**src/rtl/cpu_mem_test_pkg.sv**
```systemverilog
// Shared types for the on-chip memory tester: FSM states, pattern modes and
// the error-counter width.
package cpu_mem_test_pkg;

  typedef enum logic [2:0] {
    ST_IDLE  = 3'd0,
    ST_WRITE = 3'd1,
    ST_READ  = 3'd2,
    ST_DRAIN = 3'd3,
    ST_DONE  = 3'd4
  } state_e;

  localparam logic [1:0] MODE_CONST   = 2'd0;
  localparam logic [1:0] MODE_INC     = 2'd1;
  localparam logic [1:0] MODE_CHECKER = 2'd2;
  localparam logic [1:0] MODE_RSVD    = 2'd3;

  localparam int ERR_CNT_W = 16;

endpackage

```
**src/rtl/cpu_mem_test_pattern.sv**
```systemverilog
// Combinational test-pattern generator: word value for a given mode, seed and
// index into the tested range.
module cpu_mem_test_pattern
  import cpu_mem_test_pkg::*;
#(
  parameter int DATA_W = 32,
  parameter int IDX_W  = 11
) (
  input  logic [1:0]        mode,
  input  logic [DATA_W-1:0] seed,
  input  logic [IDX_W-1:0]  index,
  output logic [DATA_W-1:0] pattern
);

  logic [DATA_W-1:0] index_ext;

  assign index_ext = DATA_W'(index);

  always_comb begin
    pattern = seed;
    case (mode)
      MODE_INC:              pattern = seed + index_ext;
      MODE_CHECKER:          pattern = index[0] ? ~seed : seed;
      MODE_CONST, MODE_RSVD: pattern = seed;
      default:               pattern = seed;
    endcase
  end

endmodule

```
**src/rtl/cpu_onchip_memory_tester.sv**
```systemverilog
// Avalon-MM built-in self test master for a single-port on-chip memory:
// fill a word range with a pattern, read it back and count miscompares.
module cpu_onchip_memory_tester
  import cpu_mem_test_pkg::*;
#(
  parameter int ADDR_W       = 10,
  parameter int DATA_W       = 32,
  parameter int READ_LATENCY = 1
) (
  input  logic                 clk,
  input  logic                 reset_n,
  input  logic                 start,
  input  logic                 abort,
  input  logic [ADDR_W-1:0]    base,
  input  logic [ADDR_W:0]      count,
  input  logic [1:0]           mode,
  input  logic [DATA_W-1:0]    seed,
  output logic [ADDR_W-1:0]    address,
  output logic [DATA_W/8-1:0]  byteenable,
  output logic                 chipselect,
  output logic                 write,
  output logic [DATA_W-1:0]    writedata,
  input  logic [DATA_W-1:0]    readdata,
  output logic                 busy,
  output logic                 done,
  output logic [ERR_CNT_W-1:0] err_count,
  output logic [ADDR_W-1:0]    first_err_addr,
  output logic                 error,
  output logic [2:0]           state_dbg
);

  localparam int BE_W  = DATA_W / 8;
  localparam int IDX_W = ADDR_W + 1;
  localparam int DRN_W = (READ_LATENCY > 1) ? $clog2(READ_LATENCY) : 1;
  localparam int LAST  = READ_LATENCY - 1;

  // Control handshake: start is sampled only in IDLE (abort wins if both are
  // high), done pulses for exactly one cycle; the memory has no waitrequest,
  // so every cycle with chipselect=1 is a completed transfer.
  state_e              state_q, state_d;
  logic [IDX_W-1:0]    idx_q, idx_d;
  logic [IDX_W-1:0]    cnt_q, cnt_d;
  logic [ADDR_W-1:0]   base_q, base_d;
  logic [1:0]          mode_q, mode_d;
  logic [DATA_W-1:0]   seed_q, seed_d;
  logic [DRN_W-1:0]    drn_q, drn_d;
  logic                clear_res;

  logic [ADDR_W-1:0]   address_q, address_d;
  logic [BE_W-1:0]     byteenable_q, byteenable_d;
  logic                chipselect_q, chipselect_d;
  logic                write_q, write_d;
  logic [DATA_W-1:0]   writedata_q, writedata_d;
  logic                busy_q, busy_d;
  logic                done_q, done_d;
  logic [ERR_CNT_W-1:0] err_q, err_d;
  logic [ADDR_W-1:0]   first_q, first_d;
  logic                error_q, error_d;

  logic                pipe_vld_q [READ_LATENCY];
  logic                pipe_vld_d [READ_LATENCY];
  logic [IDX_W-1:0]    pipe_idx_q [READ_LATENCY];
  logic [IDX_W-1:0]    pipe_idx_d [READ_LATENCY];

  logic [DATA_W-1:0]   wr_pat, exp_pat;
  logic                miscmp;

  cpu_mem_test_pattern #(.DATA_W(DATA_W), .IDX_W(IDX_W)) u_wr_pattern (
    .mode    (mode_d),
    .seed    (seed_d),
    .index   (idx_d),
    .pattern (wr_pat)
  );

  cpu_mem_test_pattern #(.DATA_W(DATA_W), .IDX_W(IDX_W)) u_exp_pattern (
    .mode    (mode_q),
    .seed    (seed_q),
    .index   (pipe_idx_q[LAST]),
    .pattern (exp_pat)
  );

  always_comb begin
    state_d   = state_q;
    idx_d     = idx_q;
    cnt_d     = cnt_q;
    base_d    = base_q;
    mode_d    = mode_q;
    seed_d    = seed_q;
    drn_d     = drn_q;
    clear_res = 1'b0;
    case (state_q)
      ST_IDLE: begin
        if (start && !abort) begin
          base_d    = base;
          cnt_d     = count;
          mode_d    = mode;
          seed_d    = seed;
          idx_d     = '0;
          clear_res = 1'b1;
          state_d   = (count == '0) ? ST_DONE : ST_WRITE;
        end
      end
      ST_WRITE: begin
        if (abort) begin
          state_d = ST_IDLE;
        end else if (idx_q == cnt_q - IDX_W'(1)) begin
          state_d = ST_READ;
          idx_d   = '0;
        end else begin
          idx_d = idx_q + IDX_W'(1);
        end
      end
      ST_READ: begin
        if (abort) begin
          state_d = ST_IDLE;
        end else if (idx_q == cnt_q - IDX_W'(1)) begin
          state_d = ST_DRAIN;
          drn_d   = '0;
        end else begin
          idx_d = idx_q + IDX_W'(1);
        end
      end
      ST_DRAIN: begin
        if (abort) begin
          state_d = ST_IDLE;
        end else if (drn_q == DRN_W'(LAST)) begin
          state_d = ST_DONE;
        end else begin
          drn_d = drn_q + DRN_W'(1);
        end
      end
      ST_DONE: state_d = ST_IDLE;
      default: state_d = ST_IDLE;
    endcase
  end

  // Bus outputs are registered from the next state so the transfer for
  // index i appears in the same cycle that idx_q holds i.
  always_comb begin
    chipselect_d = (state_d == ST_WRITE) || (state_d == ST_READ);
    write_d      = (state_d == ST_WRITE);
    address_d    = chipselect_d ? base_d + idx_d[ADDR_W-1:0] : '0;
    writedata_d  = write_d ? wr_pat : '0;
    byteenable_d = chipselect_d ? {BE_W{1'b1}} : '0;
    busy_d       = chipselect_d || (state_d == ST_DRAIN);
    done_d       = (state_d == ST_DONE);
  end

  // Index pipeline matching the memory's read latency; flushed in IDLE so an
  // aborted run cannot leak compares into the next one.
  always_comb begin
    pipe_vld_d[0] = chipselect_q & ~write_q;
    pipe_idx_d[0] = idx_q;
    for (int j = 1; j < READ_LATENCY; j++) begin
      pipe_vld_d[j] = pipe_vld_q[j-1];
      pipe_idx_d[j] = pipe_idx_q[j-1];
    end
    if (state_q == ST_IDLE) begin
      for (int j = 0; j < READ_LATENCY; j++) begin
        pipe_vld_d[j] = 1'b0;
      end
    end
  end

  assign miscmp = pipe_vld_q[LAST] && (readdata != exp_pat) &&
                  ((state_q == ST_READ) || (state_q == ST_DRAIN));

  always_comb begin
    err_d   = err_q;
    first_d = first_q;
    if (clear_res) begin
      err_d   = '0;
      first_d = '0;
    end else if (miscmp) begin
      if (err_q != '1) err_d = err_q + ERR_CNT_W'(1);
      if (err_q == '0) first_d = base_q + pipe_idx_q[LAST][ADDR_W-1:0];
    end
    error_d = (err_d != '0);
  end

  always_ff @(posedge clk or negedge reset_n) begin
    if (!reset_n) begin
      state_q      <= ST_IDLE;
      idx_q        <= '0;
      cnt_q        <= '0;
      base_q       <= '0;
      mode_q       <= '0;
      seed_q       <= '0;
      drn_q        <= '0;
      address_q    <= '0;
      byteenable_q <= '0;
      chipselect_q <= 1'b0;
      write_q      <= 1'b0;
      writedata_q  <= '0;
      busy_q       <= 1'b0;
      done_q       <= 1'b0;
      err_q        <= '0;
      first_q      <= '0;
      error_q      <= 1'b0;
      for (int j = 0; j < READ_LATENCY; j++) begin
        pipe_vld_q[j] <= 1'b0;
        pipe_idx_q[j] <= '0;
      end
    end else begin
      state_q      <= state_d;
      idx_q        <= idx_d;
      cnt_q        <= cnt_d;
      base_q       <= base_d;
      mode_q       <= mode_d;
      seed_q       <= seed_d;
      drn_q        <= drn_d;
      address_q    <= address_d;
      byteenable_q <= byteenable_d;
      chipselect_q <= chipselect_d;
      write_q      <= write_d;
      writedata_q  <= writedata_d;
      busy_q       <= busy_d;
      done_q       <= done_d;
      err_q        <= err_d;
      first_q      <= first_d;
      error_q      <= error_d;
      pipe_vld_q   <= pipe_vld_d;
      pipe_idx_q   <= pipe_idx_d;
    end
  end

  assign address        = address_q;
  assign byteenable     = byteenable_q;
  assign chipselect     = chipselect_q;
  assign write          = write_q;
  assign writedata      = writedata_q;
  assign busy           = busy_q;
  assign done           = done_q;
  assign err_count      = err_q;
  assign first_err_addr = first_q;
  assign error          = error_q;
  assign state_dbg      = state_q;

endmodule

```
**config.mk**
```make
export PLATFORM = sky130hd
export DESIGN_NAME = cpu_onchip_memory_tester
export DESIGN_NICKNAME = d
export VERILOG_FILES = /design/src/rtl/cpu_mem_test_pkg.sv /design/src/rtl/cpu_mem_test_pattern.sv /design/src/rtl/cpu_onchip_memory_tester.sv
export SDC_FILE = /design/constraint.sdc
export NUM_CORES = 1
export LEC_CHECK = 0
export ABC_AREA = 1
export BUFFER_PORTS_ARGS = -buffer_cell sky130_fd_sc_hd__buf_4
export CAP_MARGIN = 20
export CORE_UTILIZATION = 45
export CTS_CLUSTER_SIZE = 30
export DETAILED_ROUTE_END_ITERATION = 16
export PLACE_DENSITY = 0.62
export SYNTH_ARGS = -nofsm -noshare
export SYNTH_HDL_FRONTEND = slang
export SYNTH_HIERARCHICAL = 1
export SYNTH_SLANG_ARGS = --single-unit
```
**constraint.sdc**
```tcl
create_clock -name clk -period 11.3 [get_ports clk]
set_clock_uncertainty 0.15 [all_clocks]
set_input_delay 0 -clock clk [delete_from_list [all_inputs] [get_ports clk]]
set_output_delay 0 -clock clk [all_outputs]
set_load 0.02 [all_outputs]
```
# Word-level counts from Yosys, hierarchy flattened
# Cells that the tools add are included.
dict set report totals {
  regBits 159
  inputBits 91
  output_inout_bits 80
  word_cells 113
}
dict set report classes {
  add_sub_neg 8
  n_eq_ne 19
  muxes 42
  n_bitwise 4
  n_reduce_logical 21
}
# cell n
set ops {}
lappend ops {{one-hot mux 32 bit (3 select lines)} 2}
lappend ops {{2-to-1 mux 32 bit} 5}
lappend ops {{adder 32 x 11 -> 32 bit} 2}
lappend ops {{NOT 32 bit} 2}
lappend ops {{2-to-1 mux 10 bit} 6}
lappend ops {{2-to-1 mux 11 bit} 5}
lappend ops {{2-to-1 mux 16 bit} 3}
lappend ops {{one-hot mux 11 bit (3 select lines)} 1}
lappend ops {{!= test 32 bit} 1}
lappend ops {{2-to-1 mux 3 bit} 8}
lappend ops {{adder 10 bit} 2}
lappend ops {{adder 16 x 1 -> 16 bit (second input constant)} 1}
lappend ops {{zero test 16 bit} 1}
lappend ops {{!= test 16 bit (second input constant)} 1}
lappend ops {{nonzero test 16 bit} 1}
lappend ops {{== test 3 x 2 -> 1 bit (second input constant)} 4}
lappend ops {{one-hot mux 3 bit (4 select lines)} 1}
lappend ops {{adder 11 x 1 -> 11 bit (second input constant)} 1}
lappend ops {{== test 11 bit} 1}
lappend ops {{zero test 11 bit} 1}
lappend ops {{subtractor 11 x 1 -> 11 bit (second input constant)} 1}
lappend ops {{== test 2 bit (second input constant)} 4}
lappend ops {{2-to-1 mux 1 bit} 7}
lappend ops {{== test 3 x 1 -> 1 bit (second input constant)} 2}
lappend ops {{other kinds (18)} 31}

# Longest topological paths before layout
dict set report logic_depth {
  word_depth 9
  depth_mapped 33
}

# Modules after synthesis
# The synthesis kept the hierarchy.
# mod instances cells_per_inst area_per_inst_um2 seq_area_each_um2
set by_module_without_submodules {}
lappend by_module_without_submodules {cpu_onchip_memory_tester 1 1012 8156.6 3853.7}
lappend by_module_without_submodules {cpu_mem_test_pattern 2 452 2124.5 0.0}

# Worst setup path before layout
# OpenSTA, ideal clock, no wires.
dict set report synth_timing {
  path_kind {flip-flop to flip-flop}
  startpoint {reg cnt_q[0]}
  endpoint {reg writedata_q[28] (netlist: writedata[28])}
  t_arrival_ns 3.607
  path_slack_ns 7.423
  path_stages_with_launch 28
  path_buffers 0
  path_cell_list {dfrtp_1 -> inv_1 -> ha_1 -> inv_2 -> nor2_2 -> nand4_1 -> nand2_1 -> nand2_1 -> nor2_2 -> nand3_4 -> nor2_8 -> inv_4 -> ha_1 -> o21ai_0 -> a22o_1 -> ha_1 -> inv_1 -> fa_1 -> inv_1 -> nand3_1 -> nand3_1 -> nand3_1 -> nand3_2 -> nand3_1 -> nand3_1 -> nand2_1 -> inv_1 -> nor2_1}
}
dict set report synth_via {
  elab_chain_len 8
  elab_cells_between_ends 17
  classes_between {add/sub (2); eq/ne (2); mux (13)}
}
# element line_no
set synth_rtl {}
lappend synth_rtl {{from (decl)} cpu_onchip_memory_tester.sv:42} ;# logic [IDX_W-1:0] cnt_q, cnt_d;
lappend synth_rtl {{from (signal assigned)} cpu_onchip_memory_tester.sv:207} ;# cnt_q <= cnt_d;
lappend synth_rtl {{subtractor 11 x 1 -> 11 bit (*)} {cpu_onchip_memory_tester.sv:106, cpu_onchip_memory_tester.sv:116}}
lappend synth_rtl {{== test 11 bit (*)} {cpu_onchip_memory_tester.sv:106, cpu_onchip_memory_tester.sv:116}}
lappend synth_rtl {{2-to-1 mux 11 bit (on tied branches)} {cpu_onchip_memory_tester.sv:116, cpu_onchip_memory_tester.sv:106}}
lappend synth_rtl {{2-to-1 mux 11 bit (on tied branches)} {cpu_onchip_memory_tester.sv:114, cpu_onchip_memory_tester.sv:104}}
lappend synth_rtl {{one-hot mux 11 bit (3 select lines) (*)} cpu_onchip_memory_tester.sv:91} ;# case (state_q)
lappend synth_rtl {{named net idx_d[0]} cpu_onchip_memory_tester.sv:41} ;# logic [IDX_W-1:0] idx_q, idx_d;
lappend synth_rtl {{adder 32 x 11 -> 32 bit / 2-to-1 mux 32 bit (equally long branches)} {cpu_mem_test_pattern.sv:22, cpu_mem_test_pattern.sv:23}}
lappend synth_rtl {{one-hot mux 32 bit (3 select lines) (*)} cpu_mem_test_pattern.sv:21} ;# case (mode)
lappend synth_rtl {{named net wr_pat[28]} cpu_onchip_memory_tester.sv:65} ;# logic [DATA_W-1:0] wr_pat, exp_pat;
lappend synth_rtl {{2-to-1 mux 32 bit (*)} cpu_onchip_memory_tester.sv:143} ;# writedata_d = write_d ? wr_pat : '0;
lappend synth_rtl {{named net writedata_d[28]} cpu_onchip_memory_tester.sv:53} ;# logic [DATA_W-1:0] writedata_q, writedata_d;
lappend synth_rtl {{to (signal assigned)} cpu_onchip_memory_tester.sv:216} ;# writedata_q <= writedata_d;
lappend synth_rtl {{to (decl)} cpu_onchip_memory_tester.sv:53}
# Mark *: on every way through the listed nets, which the timed path passes. The rest lies on a longest branch.
# A chain may end at the register's enable or synchronous reset.

# Worst setup path in the final report
dict set report layout_timing {
  startpoint {reg mode_q[1]}
  endpoint {reg first_q[0] (netlist: first_err_addr[0])}
}
dict set report layout_via {
  elab_chain_len 8
  elab_cells_between_ends 11
  classes_between {eq/ne (4); mux (1); reduce/logical (6)}
}
# element line_no
set layout_rtl {}
lappend layout_rtl {{from (decl)} cpu_onchip_memory_tester.sv:44} ;# logic [1:0] mode_q, mode_d;
lappend layout_rtl {{from (signal assigned)} cpu_onchip_memory_tester.sv:209} ;# mode_q <= mode_d;
lappend layout_rtl {{== test 2 bit / zero test 2 bit (equally long branches)} cpu_mem_test_pattern.sv:21}
lappend layout_rtl {{OR reduction 2 bit} cpu_mem_test_pattern.sv:21}
lappend layout_rtl {{one-hot mux 32 bit (3 select lines) (*)} cpu_mem_test_pattern.sv:21}
lappend layout_rtl {{named net exp_pat[11]} cpu_onchip_memory_tester.sv:65}
lappend layout_rtl {{!= test 32 bit (*)} cpu_onchip_memory_tester.sv:165} ;# assign miscmp = pipe_vld_q[LAST] && (readdata != exp_pat) &&
lappend layout_rtl {{logical AND 1 bit (*) (2 in series)} cpu_onchip_memory_tester.sv:165}
lappend layout_rtl {{nonzero test 2 bit (no line) (*)} n/a}
lappend layout_rtl {{AND reduction 2 bit (no line) (*)} n/a}
lappend layout_rtl {{to (signal assigned)} cpu_onchip_memory_tester.sv:220} ;# first_q <= first_d;
lappend layout_rtl {{to (decl)} cpu_onchip_memory_tester.sv:57} ;# logic [ADDR_W-1:0] first_q, first_d;
# Marks and branches as above.

==> impl_results.md <==
* Worst slew pin tran at 0.9827 ns
* Mean routed wirelength per cell at 15.45 um
* FILL cells at 2678
* Clk_lat worst skew at 0.44 ns
* Final-report max-slew violation count at 0
* Fin. Hold Viols at 7
* Die ar. at 28240 um2
* Slew Limit Headroom at 34.49%
* Drt total wl at 38340 um
* Port-buffer cells at 170
* Area Growth Syn to Fin at 22.40%
* CTS root buffer: clkbuf_16
* Count leader, synth: nand2_1
* DR iter-0 viols at 1094
* Leakage Power at 0.008282 uW
* Post-route minimum period at 5.213 ns
* Fin crit share at 46.14%
* Htree depth at 4
* Clock Sinks at 154
* Ys async rst share at 100.0%
* Core Region at 27030 um2
* CP max FO at 30
* TritonCTS clock tree: done
* Total Power at 1878 uW
* Predominant post-synthesis flop cell: dfrtp_1
* Number of max-cap violations at 0
* Residual DRC at 0
* Nets at 2271
* GR Overflow Total at 0
* Drt via density at 5.156
* GRT Overall Usage at 27.72%
* Final setup viols at 0
* Via Count at 12800
* PwrDens at 123.7 nW/um2
* Failing checks: hold timing
* Chip Height at 168.0 um
* Post-synth EDFFs at 0
* Drt pass-1 iters at 8
* Width of the die at 168.0 um
* Fmax at 0.1918 GHz
* Clk slew on worst S/H paths at 0.07 ns
* Share of post-route cells with drive strength above 1 at 15.37%
* Vias in the first global route at 12140
* Syn_area_per_cell at 6.475 um2
* Setup Buffers After CTS at 0
* Final antenna-violating net count at 0
* HPWL Detailed at 28660 um
* Synth Instances at 1916
* CTS buffer count at 17
* FF+latch count, synth at 154
* Routability cong. at 0.9328
* Post-layout util at 56.19%
* Largest net degree at the start of global routing at 84
* Row Count at 60
* Synth top cells by count: nand2_1 (637), inv_1 (270), dfrtp_1 (154), nor2_1 (152), nand3_1 (150)
* Antenna cells at 0
* RSZ-0062 raised after global routing: false
* Yosys top cell by area: dfrtp_1
* Hold Path Class: input port to asynchronous set/reset pin
* Initial core utilization at 45.90%
* WP data required at 11.48 ns
* Critical path type: register to register
* Syn Std Cell Area at 12410 um2
* Worst VDD drop at 90.21 uV
* Fin Setup TNS at 0 ns
* Syn nets at 2059
* Synth warn at 6
* CP arrival at 5.39 ns
* Antenna violations before repair at 0
* CP Capture Type: register
* Startpoint types: register
* Seq/Total Area, Yosys at 31.06%
* First-pass GRT wire length at 61800 um
* Synth top area share at 31.06%
* Maximum clock insertion buffer count at 2
* Status: finished with violations
* Hold WS at -0.02339 ns
* Ports at 171
* Top post-synthesis cells by area: dfrtp_1 (31%), nand2_1 (19%), inv_1 (8.2%)
* Unique masters post-synth at 50
[kinds of logic (layout without fill, tap and decap cells)]
| kind of cell | after synthesis | after routing | share of synthesized area, % |
|---|---|---|---|
| compound gates | 211 | 211 | 9.420 |
| fa+ha+maj | 52 | 52 | 5.487 |
| simple gates | 1104 | 1104 | 39.30 |
| xor+xnor | 59 | 59 | 4.165 |
| buf+inv | 336 | 561 | 10.56 |
| flops | 154 | 154 | 31.06 |
[area by class of cell]
class / instances / area, um2 / share of cell area [%]
multi-input cells: 1426 / 7249 / 47.74
flip-flops and latches: 154 / 3854 / 25.38
repair buffers: 236 / 1961 / 12.91
inverters: 293 / 1102 / 7.259
clock buffers: 18 / 439.2 / 2.892
well taps: 341 / 426.7 / 2.810
clock inverters: 14 / 152.6 / 1.005
[registers in the layout, summed over array words and instances, names as in the netlist]
signal	cells
base_q	10
error	1
pipe_vld_q	1
seed_q	32
err_count	16
cnt_q	11
done	1
mode_q	2
write	1
byteenable	1
first_err_addr	10
busy	1
address	10
idx_q	11
pipe_idx_q	11
state_dbg	3
writedata	32
[path summary, 6_finish.rpt]
kind,start,end,slack (ns),depth (start not counted)
setup / recovery,mode_q[1]$_DFF_PN0_,first_err_addr[0]$_DFFE_PN0P_,6.09,17
hold / removal,reset_n,err_count[6]$_DFF_PN0_,-0.02,2
setup reg to reg,mode_q[1]$_DFF_PN0_,first_err_addr[0]$_DFFE_PN0P_,6.09,17
hold reg to reg,write$_DFF_PN0_,pipe_vld_q$_DFF_PN0_,0.29,1
max in group asynchronous,reset_n,writedata[11]$_DFF_PN0_,9.73,4
min in group clk,count[8],cnt_q[8]$_DFFE_PN0P_,0.18,4
[timing repair]
action,in CTS,in global routing
hold endpoints to repair,138,0
gates resized for setup,0,0
hold buffers,58,0
endpoints found under the setup margin,0,0
[power by group]
part	total, uW	internal, uW	switching (uW)
sequential	662	600	62.1
clock	580	318	262
combinational	637	232	404
total	1880	1150	728
[layer usage]
| layer | share of wire (%) | up-vias | GRT usage, % |
|---|---|---|---|
| met2 | 42 | 449 | 41.87 |
| met3 | 6.2 | 83 | 3.244 |
| met4 | 3.1 | 0 | 9.852 |
| li1 | - | 6471 | - |
| met5 | 0 | - | 0 |
| met1 | 49 | 5795 | 40.72 |
[cell usage in the layout (no fill, tap or decap), drive strengths merged]
| cell type | count |
|---|---|
| nand3b | 5 |
| buf | 178 |
| o21ai | 109 |
| nand3 | 162 |
| o22ai | 6 |
| inv | 299 |
| o211ai | 17 |
| nor3 | 24 |
| a31oi | 1 |
| nand4 | 28 |
| dfrtp | 154 |
| bufinv | 1 |
| dlygate4sd3 | 58 |
| fa | 4 |
| o221ai | 3 |
| xor2 | 41 |
| a21boi | 4 |
| a211oi | 1 |
| nor4 | 12 |
| a21oi | 59 |
| o31ai | 3 |
| ha | 48 |
| xnor2 | 18 |
| or2 | 17 |
| clkinvlp | 3 |
| a21o | 1 |
| a32o | 1 |
| and2 | 4 |
| clkinv | 4 |
| nor2 | 178 |
| nand2 | 672 |
| o21bai | 4 |
| a22o | 2 |
| and2b | 2 |
| clkbuf | 18 |
[stage by stage]
step           instance area (um2)  setup WS, ns  instances
2_1_floorplan                12410         7.423       1916
3_3_place_gp                 13950         6.219       2389
3_5_place_dp                 13950         6.092       2389
4_1_cts                      15120         6.077       2479
5_1_grt                      15180         5.570       2482
6_report                     15180         6.087       2482
[worst max-delay path, cell delays in order (launching register included)]
cell	delay, ns
dfrtp_1	0.39
inv_1	0.06
ha_1	0.79
inv_2	0.22
nand3b_1	0.18
nand2_1	0.52
o21ai_0	0.36
o21ai_1	0.12
or2_2	0.30
nand3_1	0.09
a211oi_1	0.05
nand4_1	0.13
nand2_1	0.20
inv_1	0.56
nand2_1	0.33
nand2_1	0.14
clkinv_1	0.23
a32o_1	0.27
(Power assumes the default switching activity.)
